## config.mk

```make
export PLATFORM = sky130hd
export DESIGN_NAME = gamma_seq
export DESIGN_NICKNAME = d
export VERILOG_FILES = /design/src/rtl/gamma_seq.sv
export SDC_FILE = /design/constraint.sdc
export NUM_CORES = 1
export LEC_CHECK = 0
export CORE_UTILIZATION = 35
export CTS_CLUSTER_DIAMETER = 30
export CTS_CLUSTER_SIZE = 25
export DETAILED_ROUTE_END_ITERATION = 7
export PLACE_DENSITY = 0.6
export SYNTH_ARGS = -nofsm -noshare
export SYNTH_HDL_FRONTEND = slang
export SYNTH_SLANG_ARGS = --single-unit
```

## constraint.sdc

```tcl
create_clock -name clk -period 2 [get_ports clk]
set_clock_uncertainty 0.2 [all_clocks]
set_input_delay 0.2 -clock clk [delete_from_list [all_inputs] [get_ports clk]]
set_output_delay 0.2 -clock clk [all_outputs]
set_load 0.02 [all_outputs]
```

## src/rtl/gamma_seq.sv

```systemverilog
// Gamma-correction sequencer: time-shares one registered 8-bit LUT across the R, G and B channels
// of a valid/ready pixel stream, with a latched per-pixel bypass mode.
module gamma_seq #(
  parameter int unsigned CNT_W = 17
) (
  input  logic             clk,
  input  logic             rst_n,
  input  logic             enable,
  input  logic             sof,
  input  logic             in_valid,
  output logic             in_ready,
  input  logic [7:0]       in_r,
  input  logic [7:0]       in_g,
  input  logic [7:0]       in_b,
  output logic [7:0]       lut_addr,
  input  logic [7:0]       lut_data,
  output logic             out_valid,
  input  logic             out_ready,
  output logic [7:0]       out_r,
  output logic [7:0]       out_g,
  output logic [7:0]       out_b,
  output logic             busy,
  output logic [CNT_W-1:0] pix_count
);

  localparam logic [2:0] IDLE  = 3'd0;
  localparam logic [2:0] LK_R  = 3'd1;
  localparam logic [2:0] LK_G  = 3'd2;
  localparam logic [2:0] LK_B  = 3'd3;
  localparam logic [2:0] CAP_B = 3'd4;
  localparam logic [2:0] OUT   = 3'd5;

  logic [2:0]       state_q, state_d;
  logic [7:0]       r_q, g_q, b_q;
  logic [7:0]       res_r_q, res_g_q;
  logic             bypass_q;
  logic [7:0]       out_r_q, out_g_q, out_b_q;
  logic [CNT_W-1:0] pix_count_q, pix_count_d;
  logic             accept, out_hs;

  assign in_ready  = (state_q == IDLE);
  assign busy      = (state_q != IDLE);
  assign out_valid = (state_q == OUT);
  assign accept    = in_valid && in_ready;
  assign out_hs    = out_valid && out_ready;
  assign out_r     = out_r_q;
  assign out_g     = out_g_q;
  assign out_b     = out_b_q;
  assign pix_count = pix_count_q;

  always_comb begin
    state_d = state_q;
    case (state_q)
      IDLE:    if (accept) state_d = enable ? LK_R : OUT;
      LK_R:    state_d = LK_G;
      LK_G:    state_d = LK_B;
      LK_B:    state_d = CAP_B;
      CAP_B:   state_d = OUT;
      OUT:     if (out_ready) state_d = IDLE;
      default: state_d = IDLE;
    endcase
  end

  // LUT is only addressed during the three lookup states of a corrected pixel.
  always_comb begin
    lut_addr = 8'h00;
    if (!bypass_q) begin
      case (state_q)
        LK_R:    lut_addr = r_q;
        LK_G:    lut_addr = g_q;
        LK_B:    lut_addr = b_q;
        default: lut_addr = 8'h00;
      endcase
    end
  end

  always_comb begin
    pix_count_d = pix_count_q;
    if (sof) begin
      pix_count_d = out_hs ? CNT_W'(1) : '0;
    end else if (out_hs) begin
      pix_count_d = pix_count_q + CNT_W'(1);
    end
  end

  always_ff @(posedge clk or negedge rst_n) begin
    if (!rst_n) begin
      state_q     <= IDLE;
      r_q         <= 8'h00;
      g_q         <= 8'h00;
      b_q         <= 8'h00;
      res_r_q     <= 8'h00;
      res_g_q     <= 8'h00;
      bypass_q    <= 1'b0;
      out_r_q     <= 8'h00;
      out_g_q     <= 8'h00;
      out_b_q     <= 8'h00;
      pix_count_q <= '0;
    end else begin
      state_q     <= state_d;
      pix_count_q <= pix_count_d;
      if (accept) begin
        r_q      <= in_r;
        g_q      <= in_g;
        b_q      <= in_b;
        bypass_q <= ~enable;
        if (!enable) begin
          out_r_q <= in_r;
          out_g_q <= in_g;
          out_b_q <= in_b;
        end
      end
      // LUT data trails its address by one clock, so each capture lands one state later.
      case (state_q)
        LK_G:  res_r_q <= lut_data;
        LK_B:  res_g_q <= lut_data;
        CAP_B: begin
          out_r_q <= res_r_q;
          out_g_q <= res_g_q;
          out_b_q <= lut_data;
        end
        default: ;
      endcase
    end
  end

endmodule

```

==> impl_metrics.py, run 1 <==
metrics = {
    "clock_network": {
        "clk_path_buf_depth": 2,
        "tritoncts_clock_tree": "yes",
        "clockRootBuffer": "clkbuf_8",
        "cts_num_sinks": 85,
        "clk_pin_slew_worst_paths_ns": 0.09,
        "htreeDepth": 3,
        "clock_insertion_delay_worst_skew_ns": 0.37,
        "numCtsBuffers": 9,
    },
    "yosys": {
        "yosys.cell_types.count": 39,
        "postSynthRegisterBits": 85,
        "synthesis.yosys.warnings": 0,
        "synth_area_um2": 3870,
        "synth_common_cells": "85 x dfrtp_1, 43 x nor2_1, 32 x a21oi_1, 32 x mux2_1, 24 x mux2i_1",
        "syn_nets": 373,
        "synth_edf_count": 0,
        "synthesis.area_per_instance_um2": 11.6,
        "dominantRegCellSynth": "dfrtp_1",
        "postSynth.asyncResetShare": 1.00,
        "synthDominantAreaCellType": "dfrtp_1",
        "yosys-top-cells-area": "dfrtp_1 55%, mux2_1 9.3%, mux2i_1 6.2%, mux2_2 4.6%, nor2_1 4.2%",
        "synth_top_area_share": 0.549,
        "seq_area_frac_synth": 0.549,
        "synthesis.instances": 334,
        "synth_most_common_cell": "dfrtp_1",
    },
    "cells_and_area": {
        "layout.nets": 511,
        "multi_input_area_um2": 2160,
        "flow.area_growth_from_synthesis_pct": 60.9,
        "sequential_cell_area_um2": 2130,
        "n_antenna_cell": 0,
        "nFillCells": 894,
        "utilization": 0.578,
        "post_layout_nonfiller_instances": 617,
        "fraction_of_final_layout_cells_with_drive_strength_greater_than_1": 0.432,
    },
    "critical_path": {
        "ff2ff_setup_slack_ns": -0.16,
        "startpoint": "state_q[1]$_DFFE_PN0P_",
        "critical_path.reg2reg.startpoint": "state_q[1]$_DFFE_PN0P_",
        "required_ns": 2.05,
        "cp-endpoint": "g_q[6]$_DFFE_PN0P_",
        "crit_type": "reg2reg",
        "arrival_ns": 2.21,
        "critical_path.endpoint_type": "flop",
        "timing.critical_path.fanout_max": 6,
        "worstReg2RegEnd": "g_q[6]$_DFFE_PN0P_",
        "r2r_cells": 5,
        "critical_path.startpoint_type": "flop",
    },
    "route": {
        "vias_per_std_cell": 5.10,
        "wirelength_mm": 11.0,
        "initialDrtViolationCount": 139,
        "wire_per_inst_um": 17.8,
        "total_number_of_vias": 3148,
        "route.antenna.remaining_nets": 0,
        "drt-pass1-iter-count": 5,
        "drt_drc_violations_left": 0,
    },
    "floorplan": {
        "initial_utilization": 0.359,
        "height_of_the_die_um": 107,
        "die_width_um": 107,
        "io_pins": 90,
        "area_of_the_die_um2": 11500,
        "floorplan.core_area_um2": 10800,
        "core.rowCount": 38,
    },
    "timing": {
        "setup_tns_ns": -5.68,
        "hold_ws_ns": 0.00691,
        "grt_setup_unrepaired": "yes",
        "fin_ws_ns": -0.157,
        "maxSlewHeadroom": 0.766,
        "fmax_mhz": 464,
        "max_slew_violation_count": 0,
        "setup_viol": 51,
        "min_period_over_period": 1.08,
        "finalCriticalPeriod_ns": 2.16,
        "hold_viol_final": 0,
        "worst_pin_slew_ns": 0.349,
    },
    "worst_hold_path": {
        "min_path_type": "in2async",
    },
    "placement": {
        "preCtsSetupSlack_ns": -0.234,
        "dp_hpwl_mm": 6.61,
        "gp_congestion": 0.822,
        "portBuffers": 89,
        "dpl.cell_count": 578,
    },
    "pwr": {
        "total_switching_power_uw": 3540,
        "internal_power_uw": 5860,
        "share_comb_of_total_power": 0.547,
        "power.share.switching": 0.376,
        "max_ir_drop_vdd_v": 0.000736,
        "power.static_leakage_uw": 0.00258,
        "power.sequential.fraction": 0.320,
        "power.density_nw_per_um2": 1510,
        "part_of_the_power_in_the_clock_network": 0.133,
    },
    "global_route": {
        "grt_pass1_wl_mm": 16.4,
        "grt.overflow.total": 0,
        "global_route_layer_with_the_greatest_usage": "met2",
        "first_global_vias": 3157,
        "grt_start_max_net_pins": 50,
        "use_met1": 0.253,
        "groute.usage.overall": 0.190,
        "grt_antenna_before_repair": 0,
        "grt_use_met3": 0.0426,
        "groute.layer.met2.usage": 0.294,
    },
    "outcome": {
        "outcome": "complete, but fails checks",
        "violations": "negative setup slack",
    },
    "run": {
        "drv.max_cap_violation_count": 0,
    },
}
-- stage by stage --
step,area (um2),power [uW]
floorplan,3890,4850
global placement,5170,6290
detailed placement,5170,6360
CTS,5690,8180
global route,6240,9900
finish,6240,9400
-- worst min path at each step --
stage | slack [ns] | startpoint | depth (start not counted) | end
floorplan | -0.30 | rst_n | 0 | b_q[0]$_DFFE_PN0P_
global placement | -0.14 | rst_n | 1 | pix_count[16]$_DFFE_PN0P_
detailed placement | -0.14 | rst_n | 1 | pix_count[14]$_DFFE_PN0P_
CTS | 0.001 | rst_n | 2 | pix_count[15]$_DFFE_PN0P_
global route | 0.01 | rst_n | 2 | pix_count[15]$_DFFE_PN0P_
finish | 0.007 | rst_n | 2 | pix_count[15]$_DFFE_PN0P_
-- area by class of cell --
| type | count | share of cell area |
|---|---|---|
| sequential | 85 | 0.342 |
| clock buffer | 9 | 0.0199 |
| timing repair buffer | 147 | 0.249 |
| tap | 140 | 0.0281 |
| clock inverter | 7 | 0.0120 |
| inverter | 4 | 0.00241 |
| multi-input combinational | 225 | 0.347 |
-- power by group through the flow --
stage               combinational [uW]  sequential [uW]  clock, uW
detailed placement                3500             2860          0
global route                      5460             3090       1360
finish                            5140             3000       1250
floorplan                         1790             3050          0
global placement                  3450             2840          0
CTS                               4060             2830       1280
-- cells in the final DEF (no fill, tap or decap), types with 3 or more instances in the layout --
cell type,count
clkbuf_8,9
mux2_1,11
nor2_1,15
nor2_4,22
nand3_1,6
mux2_4,25
xnor2_1,7
dfrtp_1,80
or3_1,4
nand4_1,4
nor4_4,4
a21oi_2,26
clkdlybuf4s50_1,77
o21ai_1,6
dfrtp_2,5
a21oi_1,6
inv_1,4
xor2_1,3
a22oi_2,8
mux2i_1,24
nand2_1,8
mux2_2,12
nor2_2,6
clkinvlp_4,3
buf_4,35
buf_6,17
buf_8,3
buf_12,7
-- cells by family (layout without fill, tap and decap cells) --
family,Yosys count,count (layout),share of synthesized area
muxes,72,72,0.201
AOI/OAI and AO/OA,52,52,0.0756
DFF,85,85,0.549
and+or+nand+nor,89,89,0.118
xor gates and xnor gates,11,11,0.0249
buffers and inverters,24,167,0.0281
adders and majority gates,1,1,0.00323
-- per-layer routing --
layer / up-vias / routed length, um
met4: 0 / 203
met2: 89 / 5310
met3: 18 / 499
met1: 1583 / 4960
met5: - / 0
li1: 1458 / -
-- worst max-delay path, cell delays in order (launching register included) --
cell       delay, ns
dfrtp_2         0.45
buf_6           0.14
or4b_4          0.63
buf_4           0.18
clkbuf_16       0.14
mux2_1          0.30
-- what timing repair did --
item,4_1_cts,5_1_grt
cloned,5,2
resized for setup,67,145
setup buffers,10,11
hold buffers,1,0
pin swaps,9,18
setup endpoints to repair,65,71
endpoints found under the hold margin,85,0
-- sequential cells by signal (all words and copies together), names as in the netlist --
signal	count
b_q	8
bypass_q	1
g_q	8
out_b	8
out_g	8
out_r	8
pix_count	17
r_q	8
res_g_q	8
res_r_q	8
state_q	3
No activity file was read; power rests on OpenSTA's default activity.
==> run 2: changes to the inputs <==
--- a/config.mk
+++ b/config.mk
@@ -5,11 +5,12 @@
 export SDC_FILE = /design/constraint.sdc
 export NUM_CORES = 1
 export LEC_CHECK = 0
+export ABC_AREA = 1
 export CORE_UTILIZATION = 35
 export CTS_CLUSTER_DIAMETER = 30
 export CTS_CLUSTER_SIZE = 25
 export DETAILED_ROUTE_END_ITERATION = 7
-export PLACE_DENSITY = 0.6
+export PLACE_DENSITY = 0.57
 export SYNTH_ARGS = -nofsm -noshare
 export SYNTH_HDL_FRONTEND = slang
 export SYNTH_SLANG_ARGS = --single-unit
==> constraint.sdc (replaced) <==
create_clock -name clk -period 2.2 [get_ports clk]
set_clock_uncertainty 0.2 [all_clocks]
set_input_delay 0.22 -clock clk [delete_from_list [all_inputs] [get_ports clk]]
set_output_delay 0.22 -clock clk [all_outputs]
set_load 0.02 [all_outputs]
==> run 2 against run 1 <==
The run now ends clean. Via count grew 19%. Register-to-register slack gained 0.45 ns. Setup slack gained 0.22 ns. Largest power group unchanged. First-iteration DRC count grew 89%. Critical path type is now reg2out. Sequential power shrank 13%. Die area grew 6.4%.
==> impl_metrics.py, run 2 <==
metrics = {
    "yosys": {
        "yosys.cell_types.count": 27,
        "synthesis.instances": 527,
        "synth_most_common_cell": "nand2_1",
        "post_synth_adder_cell_area": 0.00303,
        "synth_xor_xnor_area_share": 0,
        "synthDominantAreaCellType": "dfrtp_1",
        "postSynthRegisterBits": 85,
        "synth-compound-area-share": 0.107,
        "synthesis.yosys.warnings": 0,
        "synth_top_family_by_area": "simple AND/OR/NAND/NOR gates",
        "syn_nets": 566,
        "dominantRegCellSynth": "dfrtp_1",
        "seq_area_frac_synth": 0.515,
        "synth_common_cells": "158 x nand2_1, 85 x dfrtp_1, 51 x nor2_1, 44 x o21ai_0, 43 x inv_1",
        "synth_top_area_share": 0.515,
        "synthesis.area_per_instance_um2": 7.83,
        "synth_edf_count": 0,
        "synth_area_um2": 4130,
        "postSynth.asyncResetShare": 1.00,
        "yosys.area_share.simple": 0.299,
        "yosys-top-cells-area": "dfrtp_1 52%, nand2_1 14%, o21ai_0 5.3%, nor2_1 4.6%, nand3_1 4.5%",
        "muxShareOfSynthArea": 0,
    },
    "cells_and_area": {
        "post_layout_nonfiller_instances": 759,
        "layout.nets": 651,
        "utilization": 0.479,
        "largest_register_ff_count": 17,
        "layout_common_cells": "157 x nand2_1, 85 x dfrtp_1, 77 x clkdlybuf4s50_1",
        "layout.cells.most_common": "nand2_1",
        "flow.area_growth_from_synthesis_pct": 33.2,
        "n_antenna_cell": 0,
        "fraction_of_final_layout_cells_with_drive_strength_greater_than_1": 0.0649,
    },
    "global_route": {
        "first_global_vias": 3639,
        "groute.usage.overall": 0.196,
        "grt_antenna_before_repair": 0,
        "grt_start_max_net_pins": 75,
        "grt_pass1_wl_mm": 18.9,
        "grt.overflow.total": 0,
    },
    "critical_path": {
        "ff2ff_setup_slack_ns": 0.29,
        "critical_path.cell_chain": "inv_1 > buf_12 > nand4_1 > a31oi_1 > clkdlybuf4s15_1",
        "timing.critical_path.fanout_max": 29,
        "cp_num_buf_inv": 3,
        "critical_path.endpoint_type": "output pin",
        "critical_path.startpoint_type": "flop",
        "required_ns": 1.78,
        "crit_type": "reg2out",
        "top_cell_family_by_delay_on_the_critical_path": "buffers and inverters",
        "crit_slowest_cell": "dfrtp_1",
        "arrival_ns": 1.72,
        "critical-path-max-stage-delay_ns": 0.37,
    },
    "floorplan": {
        "height_of_the_die_um": 111,
        "floorplan.core_area_um2": 11500,
        "die_width_um": 111,
        "area_of_the_die_um2": 12200,
        "initial_utilization": 0.360,
        "core.rowCount": 39,
        "io_pins": 90,
    },
    "timing": {
        "hold_viol_final": 0,
        "min_period_over_period": 0.971,
        "grt_setup_unrepaired": "no",
        "fmax_mhz": 468,
        "setup_viol": 0,
        "max_slew_violation_count": 0,
        "finalCriticalPeriod_ns": 2.14,
        "setup_tns_ns": 0,
        "maxSlewHeadroom": 0.620,
        "worst_pin_slew_ns": 0.569,
    },
    "clock_network": {
        "clk_pin_slew_worst_paths_ns": 0.06,
        "htreeDepth": 3,
        "clock_insertion_delay_worst_skew_ns": 0.34,
        "tritoncts_clock_tree": "yes",
        "clk_path_buf_depth": 2,
        "numCtsBuffers": 9,
        "clockRootBuffer": "clkbuf_16",
        "cts_num_sinks": 85,
    },
    "outcome": {
        "outcome": "complete, no violations",
    },
    "route": {
        "initialDrtViolationCount": 263,
        "drt_drc_violations_left": 0,
        "route.antenna.remaining_nets": 0,
        "total_number_of_vias": 3756,
        "vias_per_std_cell": 4.95,
        "wire_per_inst_um": 15.1,
        "wirelength_mm": 11.4,
        "drt-pass1-iter-count": 5,
    },
    "placement": {
        "dp_hpwl_mm": 8.18,
        "dpl.cell_count": 743,
        "gp_congestion": 0.875,
        "portBuffers": 89,
    },
    "worst_hold_path": {
        "min_path_type": "in2async",
    },
    "pwr": {
        "power.density_nw_per_um2": 1290,
        "finalPower_uw": 7100,
        "power.static_leakage_uw": 0.00263,
        "max_ir_drop_vdd_v": 0.000497,
    },
    "run": {
        "drv.max_cap_violation_count": 0,
    },
}
run 2: where the power goes:
part           internal [uW]  leakage (uW)  total (uW)  switching [uW]
sequential              2190       0.00108        2600             412
combinational           1170       0.00141        2920            1750
clock                    942      0.000148        1580             638
total                   4300       0.00263        7100            2800
run 2: area by class of cell:
cell class,instances,area [um2]
fill,1118,5970
clock buffer,11,253
inverter,46,176
multi-input combinational,368,1690
tap,143,179
timing repair buffer,102,1010
clock inverter,4,55.1
sequential,85,2130
run 2: final timing paths:
kind                       depth (start not counted)                   start                        to
max                                                5  state_q[2]$_DFFE_PN0P_               lut_addr[5]
max in group asynchronous                          3                   rst_n      out_b[5]$_DFFE_PN0P_
max reg2reg                                        7  state_q[0]$_DFFE_PN0P_        r_q[3]$_DFFE_PN0P_
min                                                2                   rst_n  pix_count[0]$_DFFE_PN0P_
min reg2reg                                        2      b_q[5]$_DFFE_PN0P_        b_q[5]$_DFFE_PN0P_
min in group clk                                   3                 in_b[6]        b_q[6]$_DFFE_PN0P_
run 2: worst reg2reg max path, delay by kind of cell (launching register included):
kind,cells,cell delay [ns]
flip-flops,1,0.43
AO/OA/AOI/OAI,1,0.09
AND/OR/NAND/NOR,4,0.59
buffers and inverters,2,0.45
run 2: per-layer routing:
metal  up-vias  wire (um)  GRT usage
li1       1881          -          -
met1      1746       5160      0.260
met2       113       5500      0.322
met3        16        547     0.0434
met4         0        223     0.0542
met5         -          0          0
run 2: metrics by stage:
stage               setup WS, ns  hold WS (ns)  cell area (um2)
floorplan                  0.314        -0.276             4130
global placement           0.191        0.0137             5190
detailed placement         0.132        0.0212             5190
CTS                       0.0612         0.200             5490
global route             0.00257         0.223             5500
finish                    0.0637         0.180             5500
run 2: cell families (layout without fill, tap and decap cells):
logic type | after synthesis | after routing
AO/OA/AOI/OAI | 86 | 86
flip-flops | 85 | 85
buffers and inverters | 74 | 163
AND/OR/NAND/NOR | 281 | 281
adder cells (fa/ha/maj) | 1 | 1
run 2: timing repair:
| item | in CTS | in global routing |
|---|---|---|
| resized for setup | 12 | 3 |
| hold endpoints to repair | 34 | 0 |
| endpoints found under the setup margin | 10 | 3 |
| buffers inserted | 0 | 0 |
| gates cloned | 0 | 0 |
| hold buffers | 1 | 0 |
==> run 3: changes to the inputs <==
--- a/config.mk
+++ b/config.mk
@@ -6,6 +6,7 @@
 export NUM_CORES = 1
 export LEC_CHECK = 0
 export ABC_AREA = 1
+export CORE_MARGIN = 2
 export CORE_UTILIZATION = 35
 export CTS_CLUSTER_DIAMETER = 30
 export CTS_CLUSTER_SIZE = 25
==> run 3 against run 2 <==
Largest power group unchanged. Critical path type unchanged. Setup slack gained 0.039 ns. Largest cell class unchanged. Clock-buffer cell count shrank 2. Clock power increased by 15%. Cell area increased by 1.0%. Via count up 1.2%. Core utilization is 0.49 points higher. Sequential share of layout area fell by 0.37 points. Critical endpoint is now lut_addr[3].
==> impl_metrics.py, run 3 (synthesis results as in run 2) <==
metrics = {
    "outcome": {
        "outcome": "complete, no violations",
    },
    "timing": {
        "fmax_mhz": 477,
        "fin_ws_ns": 0.103,
        "setup_viol": 0,
        "worst_pin_slew_ns": 0.440,
        "hold_viol_final": 0,
        "hold_ws_ns": 0.169,
        "min_period_over_period": 0.953,
        "finalCriticalPeriod_ns": 2.10,
        "max_slew_violation_count": 0,
        "grt_setup_unrepaired": "no",
        "setup_tns_ns": 0,
        "maxSlewHeadroom": 0.706,
    },
    "route": {
        "initialDrtViolationCount": 267,
        "route.antenna.remaining_nets": 0,
        "vias_per_std_cell": 4.99,
        "wire_per_inst_um": 15.1,
        "wirelength_mm": 11.5,
        "drt-pass1-iter-count": 4,
        "total_number_of_vias": 3802,
        "drt_drc_violations_left": 0,
    },
    "cells_and_area": {
        "layout.nets": 653,
        "post_layout_nonfiller_instances": 762,
        "layout_common_cells": "157 x nand2_1, 84 x dfrtp_1, 77 x clkdlybuf4s50_1",
        "nFillCells": 1129,
        "stdcell_area_um2": 5550,
        "fraction_of_final_layout_cells_with_drive_strength_greater_than_1": 0.0743,
        "layout.cells.most_common": "nand2_1",
        "largest_register_ff_count": 17,
        "n_antenna_cell": 0,
        "flow.area_growth_from_synthesis_pct": 34.6,
    },
    "critical_path": {
        "critical-path-max-stage-delay_ns": 0.37,
        "crit_slowest_cell": "dfrtp_1",
        "timing.critical_path.fanout_max": 29,
        "critical_path.endpoint_type": "output pin",
        "critical_path.startpoint_type": "flop",
        "required_ns": 1.78,
        "critical_path.cell_chain": "inv_1 > buf_12 > nand4_1 > a31oi_1 > clkdlybuf4s15_1",
        "crit_type": "reg2out",
        "arrival_ns": 1.68,
        "startpoint": "state_q[2]$_DFFE_PN0P_",
        "critical_path.reg2reg.startpoint": "state_q[0]$_DFFE_PN0P_",
    },
    "global_route": {
        "grt.overflow.total": 0,
        "groute.usage.overall": 0.191,
        "grt_antenna_before_repair": 0,
        "grt_pass1_wl_mm": 19.2,
        "first_global_vias": 3821,
        "grt_start_max_net_pins": 42,
    },
    "pwr": {
        "max_ir_drop_vdd_v": 0.000668,
        "power.density_nw_per_um2": 1320,
        "power.static_leakage_uw": 0.00266,
    },
    "floorplan": {
        "area_of_the_die_um2": 12700,
        "core.rowCount": 39,
        "initial_utilization": 0.360,
        "floorplan.core_area_um2": 11500,
        "die_width_um": 113,
        "height_of_the_die_um": 113,
        "io_pins": 90,
    },
    "placement": {
        "place_area_um2": 5200,
        "portBuffers": 89,
        "gp_congestion": 0.826,
        "dp_hpwl_mm": 8.42,
        "preCtsSetupSlack_ns": 0.123,
        "dpl.cell_count": 745,
    },
    "clock_network": {
        "cts_num_sinks": 85,
        "clk_pin_slew_worst_paths_ns": 0.07,
        "numCtsBuffers": 9,
        "clk_path_buf_depth": 2,
        "clockRootBuffer": "clkbuf_16",
        "post_cts_repair_timing_setup_buffer_count": 0,
        "htreeDepth": 3,
        "clock_insertion_delay_worst_skew_ns": 0.33,
        "tritoncts_clock_tree": "yes",
    },
    "worst_hold_path": {
        "min_path_type": "in2async",
    },
    "run": {
        "drv.max_cap_violation_count": 0,
    },
}
==> run 3: repair_timing <==
item,in CTS,in global routing
gates resized for setup,12,13
hold endpoints to repair,29,0
endpoints found under the setup margin,11,10
hold buffers,1,0
==> run 3: path summary, 6_finish.rpt <==
kind	endpoint	cells after the start	slack, ns
min in group clk	b_q[6]$_DFFE_PN0P_	2	0.27
max in group asynchronous	pix_count[4]$_DFFE_PN0P_	3	1.04
worst min-delay path	bypass_q$_DFFE_PN0P_	2	0.17
worst max register to register	out_g[1]$_DFFE_PN0P_	8	0.14
worst max-delay path	lut_addr[3]	5	0.10
worst min register to register	b_q[6]$_DFFE_PN0P_	2	0.27
==> run 3: layer usage <==
metal / track usage / part of all wire
met5: 0 / 0
met4: 0.0642 / 0.021
met3: 0.0351 / 0.042
met2: 0.313 / 0.48
met1: 0.256 / 0.46
==> run 3: per-stage QoR <==
stage	power, uW	utilization
after floorplan	4360	-
after global placement	5560	0.454
after detailed placement	5610	0.454
after CTS	7380	0.484
after global routing	7880	0.484
final	7340	0.484
==> run 3: critical path, delay by kind of cell, from the launching register on <==
family,cells,cell delay (ns)
AO/OA/AOI/OAI,1,0.24
buffers and inverters,3,0.60
flip-flops,1,0.37
AND/OR/NAND/NOR,1,0.11
==> run 3: layout make-up <==
type                            count  area, um2  share of cell area
Tap cell                          143        179              0.0322
Timing Repair Buffer              104       1020               0.184
Multi-Input combinational cell    368       1690               0.305
Sequential cell                    85       2130               0.383
Clock buffer                        9        225              0.0405
Inverter                           46        179              0.0322
Clock inverter                      7        128              0.0230
==> run 3: report_power, final <==
| part | switching, uW | leakage (uW) | total, uW | internal, uW |
|---|---|---|---|---|
| clock network | 678 | 0.000173 | 1810 | 1130 |
| registers | 426 | 0.00108 | 2610 | 2190 |
| logic | 1740 | 0.00141 | 2920 | 1170 |
